## src/rtl/cordic_pkg.sv

```systemverilog
`default_nettype none
// +-----------------------------------------------------------------------+
// | cordic_pkg                                                            |
// | Shared widths, constants and FSM encoding for the CORDIC e^x blocks.  |
// | Revision: 1.0                                                         |
// +-----------------------------------------------------------------------+
package cordic_pkg;

  localparam int W     = 32;
  localparam int FRAC  = 16;
  localparam int DEPTH = 32;
  localparam int LAST  = DEPTH - 1;
  localparam int AW    = 5;

  localparam logic [AW-1:0] LAST_ADDR = AW'(LAST);
  localparam logic [W-1:0]  ONE       = W'(1) << FRAC;

  typedef enum logic [2:0] {
    S_IDLE = 3'd0,
    S_REQ  = 3'd1,
    S_WAIT = 3'd2,
    S_UPD  = 3'd3,
    S_DONE = 3'd4
  } state_t;

endpackage
`default_nettype wire

```

## src/rtl/cordic_fx_mul.sv

```systemverilog
`default_nettype none
// +-----------------------------------------------------------------------+
// | cordic_fx_mul                                                         |
// | Combinational WxW fixed-point multiply, result = (a*b) >> FRAC.       |
// | o_ovf flags product bits above W+FRAC (only with CORDIC_EXP_SAT_EN).  |
// | Revision: 1.0                                                         |
// +-----------------------------------------------------------------------+
module cordic_fx_mul
  import cordic_pkg::*;
(
  input  logic [W-1:0] i_a,
  input  logic [W-1:0] i_b,
  output logic [W-1:0] o_y,
  output logic         o_ovf
);

  logic [2*W-1:0] w_prod;
  logic           w_unused;

  assign w_prod = {{W{1'b0}}, i_a} * {{W{1'b0}}, i_b};
  assign o_y    = w_prod[W+FRAC-1:FRAC];

`ifdef CORDIC_EXP_SAT_EN
  assign o_ovf    = |w_prod[2*W-1:W+FRAC];
  assign w_unused = ^w_prod[FRAC-1:0];
`else
  assign o_ovf    = 1'b0;
  assign w_unused = ^{w_prod[2*W-1:W+FRAC], w_prod[FRAC-1:0]};
`endif

endmodule
`default_nettype wire

```

## src/rtl/cordic_exp_iter.sv

```systemverilog
`default_nettype none
// +-----------------------------------------------------------------------+
// | cordic_exp_iter                                                       |
// | Iterative e^x controller driving the k/e^k lookup stage.              |
// | Optional saturation: define CORDIC_EXP_SAT_EN.                        |
// | Revision: 1.0                                                         |
// +-----------------------------------------------------------------------+
module cordic_exp_iter
  import cordic_pkg::*;
(
  input  logic          clk,
  input  logic          rst,
  input  logic          i_in_valid,
  output logic          o_in_ready,
  input  logic [W-1:0]  i_in_x,
  output logic          o_lut_req,
  output logic [W:0]    o_lut_x,
  output logic [AW-1:0] o_lut_addr,
  input  logic          i_lut_valid,
  input  logic [W-1:0]  i_lut_k,
  input  logic [W-1:0]  i_lut_e_k,
  input  logic [AW-1:0] i_lut_addr_ret,
  output logic          o_out_valid,
  input  logic          i_out_ready,
  output logic [W-1:0]  o_out_y,
  output logic [W-1:0]  o_out_res,
  output logic          o_out_ovf
);

  state_t        r_state;
  state_t        w_next;

  logic [W-1:0]  r_x_res;
  logic [W-1:0]  r_y;
  logic [AW-1:0] r_addr;
  logic [W-1:0]  r_k;
  logic [W-1:0]  r_ek;
  logic [AW-1:0] r_a;

  logic          w_apply;
  logic [W-1:0]  w_x_new;
  logic          w_stop;
  logic [W-1:0]  w_mul_y;
  logic          w_mul_ovf;
  logic [W-1:0]  w_y_new;

  cordic_fx_mul u_mul (
    .i_a   (r_y),
    .i_b   (r_ek),
    .o_y   (w_mul_y),
    .o_ovf (w_mul_ovf)
  );

  // The last entry comes back even when its k exceeds the residual; skip it then.
  assign w_apply = (r_k <= r_x_res);
  assign w_x_new = w_apply ? (r_x_res - r_k) : r_x_res;
  assign w_stop  = (r_a == LAST_ADDR) || (w_x_new == '0) ||
                   (({1'b0, r_a} + 6'd1) > {1'b0, LAST_ADDR});

`ifdef CORDIC_EXP_SAT_EN
  logic r_ovf;
  assign w_y_new   = (w_mul_ovf || r_ovf) ? {W{1'b1}} : w_mul_y;
  assign o_out_ovf = r_ovf;

  always_ff @(posedge clk) begin
    if (rst) begin
      r_ovf <= 1'b0;
    end else if (r_state == S_IDLE && i_in_valid) begin
      r_ovf <= 1'b0;
    end else if (r_state == S_UPD && w_apply) begin
      r_ovf <= r_ovf | w_mul_ovf;
    end
  end
`else
  logic w_unused_ovf;
  assign w_unused_ovf = w_mul_ovf;
  assign w_y_new      = w_mul_y;
  assign o_out_ovf    = 1'b0;
`endif

  always_ff @(posedge clk) begin
    if (rst) begin
      r_state <= S_IDLE;
    end else begin
      r_state <= w_next;
    end
  end

  always_comb begin
    w_next = r_state;
    case (r_state)
      S_IDLE:  if (i_in_valid) w_next = (i_in_x == '0) ? S_DONE : S_REQ;
      S_REQ:   w_next = S_WAIT;
      S_WAIT:  if (i_lut_valid) w_next = S_UPD;
      S_UPD:   w_next = w_stop ? S_DONE : S_REQ;
      S_DONE:  if (i_out_ready) w_next = S_IDLE;
      default: w_next = S_IDLE;
    endcase
  end

  always_ff @(posedge clk) begin
    if (rst) begin
      r_x_res <= '0;
      r_y     <= '0;
      r_addr  <= '0;
      r_k     <= '0;
      r_ek    <= '0;
      r_a     <= '0;
    end else begin
      case (r_state)
        S_IDLE: begin
          if (i_in_valid) begin
            r_x_res <= i_in_x;
            r_y     <= ONE;
            r_addr  <= '0;
          end
        end
        S_WAIT: begin
          if (i_lut_valid) begin
            r_k  <= i_lut_k;
            r_ek <= i_lut_e_k;
            r_a  <= i_lut_addr_ret;
          end
        end
        S_UPD: begin
          if (w_apply) begin
            r_x_res <= w_x_new;
            r_y     <= w_y_new;
          end
          if (!w_stop) r_addr <= r_a + 1'b1;
        end
        default: ;
      endcase
    end
  end

  assign o_in_ready  = (r_state == S_IDLE);
  assign o_lut_req   = (r_state == S_REQ);
  assign o_lut_x     = {1'b0, r_x_res};
  assign o_lut_addr  = r_addr;
  assign o_out_valid = (r_state == S_DONE);
  assign o_out_y     = r_y;
  assign o_out_res   = r_x_res;

endmodule
`default_nettype wire

```

## config.mk

```make
export PLATFORM = sky130hd
export DESIGN_NAME = cordic_exp_iter
export DESIGN_NICKNAME = d
export VERILOG_FILES = /design/src/rtl/cordic_pkg.sv /design/src/rtl/cordic_fx_mul.sv /design/src/rtl/cordic_exp_iter.sv
export SDC_FILE = /design/constraint.sdc
export NUM_CORES = 2
export LEC_CHECK = 0
export CAP_MARGIN = 20
export CORE_MARGIN = 3
export CORE_UTILIZATION = 40
export DETAILED_ROUTE_END_ITERATION = 16
export SLEW_MARGIN = 20
export SYNTH_ARGS = -nofsm -noshare
export SYNTH_HDL_FRONTEND = slang
export SYNTH_SLANG_ARGS = --single-unit
```

## constraint.sdc

```tcl
create_clock -name clk -period 7.1 [get_ports clk]
set_clock_uncertainty 0.15 [all_clocks]
set_input_delay 1.065 -clock clk [delete_from_list [all_inputs] [get_ports clk]]
set_output_delay 1.065 -clock clk [all_outputs]
set_load 0.03 [all_outputs]
```

==> run metrics <==
status finished, violations left; violated checks negative setup slack; pre-CTS WS -0.487 ns; fin worst setup slack -0.351 ns; internal power 2020 uW; vias per cell 5.03; Post-synth top cells inv_1 (786), fa_1 (779), nand2_1 (593); cts bufs inserted 17; Synth cell types 75; Power Density 89.1 mW/mm2; first-pass detailed-route iteration total 5; fill cell count 8245; Top Metal Used met4; crit start category flip-flop; switching power 1710 uW; DRC 0; Post-synth EDFFs 0; CTS clk-pin slew, worst paths 0.08 ns; Crit path largest cell delay 0.56 ns; gr usage total 23.5%; Seq pwr share 25.5%; final setup fails 20; die area 0.0913 mm2; crit-path most repeated cell fa_1; fmax 134 MHz; Rel. slew slack 29.0%; clk buf depth 2; Synth area leader fa_1; peak supply drop 0.162 mV; Die X 302 um; # port buffers 209; initial drt markers 1362; maxcap violations 0; HPWL after DPL 84.9 mm; Cell Rows 107; Worst EP required 7.33 ns; M1 WL 44.2 mm; final hold vios 0; Final Critical Period 7.45 ns; met2 WL post-DR 50.9 mm; first-pass GRT wire length 165 mm; Static Leak 0.0203 uW; Initial Util 40.7%; clk sink count 141; top cells by area, synth fa_1 (44%), and2_1 (9.2%), inv_1 (8.4%), dfxtp_1 (8.0%), ha_1 (7.4%); Routed WL per cell 19.0 um; Root Buffer clkbuf_16; Worst Path Class, Setup reg -> reg; Ports 212; combinational fraction of design power 48.2%; vias in the first global route 29500; syn avg cell area 8.76 um2; Seq/Total Area, Yosys 8.05%; metal3 WL 4.53 mm; Tightest Pin Transition 1.06 ns; Final period util 105%; Layout area overhead 19.4%; Post-synth ARST share 0%; ys flop type dfxtp_1; ratio of cells with drive above 1 in the final layout 12.1%; unrepaired setup endpoints after global routing true; Critical Path AT 7.68 ns; clock power share 26.3%; CTS tree yes; worst-path fanout max 6; Max Slew Vio Count 0; Overflow after GRT 0; vias 27500; Syn Std Cell Area 0.0351 mm2; htree depth 4; synthesized flop and latch total 141; switching share of power 45.9%; # hold bufs at CTS 0; gp weighted congestion 0.893; most common cell in the netlist inv_1; worst skew pair latency 0.50 ns; Hold Path Class reg -> reg; Min Hold Slack 0.305 ns; fin nets 5393; initial antenna violation count 2; Routed Antenna Nets 0; Core ar. 0.0861 mm2; chip height 302 um; wirelength, routed 104 mm; Worst Setup End Kind flip-flop; Synth Instances 4002; Critical-path top delay cell fa_1; Ys Warns 0; pin count of the biggest net entering global routing 82; Synth top area share 44.5%
[metal layers]
| metal | GRT usage (%) | vias to the layer above |
|---|---|---|
| li1 | - | 12600 |
| met1 | 30.7 | 14100 |
| met2 | 40.2 | 667 |
| met3 | 3.09 | 180 |
| met4 | 8.10 | 0 |
| met5 | 0 | - |
[repair_timing]
item	4_1_cts	5_1_grt
setup buffers	14	28
gates resized for setup	64	103
setup endpoints to repair	26	31
hold endpoints to repair	0	0
pin swaps	25	52
cloned	1	1
[power by group through the flow]
stage	Clock (uW)	Combinational, uW	Sequential [uW]
final	981	1800	953
after global routing	1030	1930	962
after CTS	998	1770	953
after detailed placement	0	1750	974
after global placement	0	1740	974
after floorplan	0	1120	980
[logic make-up (layout without fill, tap and decap cells)]
| family | Yosys count | count (layout) | synth area share [%] |
|---|---|---|---|
| compound gates | 378 | 378 | 7.05 |
| xor+xnor | 88 | 88 | 2.20 |
| fa+ha+maj | 986 | 986 | 51.8 |
| buf+inv | 1055 | 1366 | 11.7 |
| flops | 141 | 141 | 8.05 |
| mux | 5 | 5 | 0.143 |
| other cells | 1 | 5 | 0.0107 |
| simple gates | 1348 | 1348 | 19.0 |
[registers in the layout (all words and copies together) (netlist names)]
signal      count
o_out_y        32
o_lut_addr      5
r_a             5
o_out_res      32
r_k            32
r_ek           32
r_state         3
[final cells by class]
cell class	count	area [um2]	area share, %
sequential	141	2920	6.98
clock inverter	15	185	0.442
multi-input combinational	2807	28700	68.6
inverter	786	2950	7.04
tap	1144	1430	3.42
clock buffer	17	425	1.02
antenna	3	7.51	0.0179
timing repair buffer	548	5240	12.5
[placed cells by master (no fill, tap or decap), drive strengths merged, types with 6 or more instances in the layout]
master	Yosys	layout
and2	514	514
o31ai	11	11
nor3b	8	8
buf	39	337
dfxtp	141	141
nor3	29	29
xor2	30	30
nor4	19	19
o21ai	50	50
ha	207	207
a211oi	21	21
a21o	31	31
clkbuf	230	19
o211ai	7	7
a22o	13	13
nand2b	13	13
nand2	593	593
a22oi	13	13
clkdlybuf4s50	0	208
nand3	17	17
fa	779	779
o21a	15	15
inv	786	794
xnor2	58	58
nor2	101	101
a311oi	6	6
a31oi	7	7
and3	10	10
a21oi	150	150
clkinv	0	6
nand4	20	20
or3	9	9
[metrics by stage]
stage | cells | util, % | instance area (um2) | power [uW] | TNS (ns)
after floorplan | 4003 | - | 35300 | 2100 | -0.484
final | 5461 | 48.7 | 41900 | 3730 | -4.45
after global routing | 5460 | 48.7 | 41900 | 3930 | -9.84
after CTS | 5432 | 47.8 | 41100 | 3720 | -4.29
after global placement | 5386 | 46.7 | 40200 | 2720 | -7.02
after detailed placement | 5386 | 46.7 | 40200 | 2720 | -6.62
[final timing paths]
check	from	end	cells after the start	slack, ns
min	r_k[8]	r_k[8]	2	0.30
max	o_out_y[19]	o_out_y[31]	25	-0.35
min reg2reg	r_k[8]	r_k[8]	2	0.30
max reg2reg	o_out_y[19]	o_out_y[31]	25	-0.35
[worst max-delay path, delay by kind of cell (launching register included)]
family	cells	cell delay, ns
buf+inv	4	0.44
simple gates	1	0.16
flops	1	0.37
compound gates	10	1.86
xor+xnor	1	0.07
fa+ha+maj	9	4.27
No activity file was read; power rests on OpenSTA's default activity.
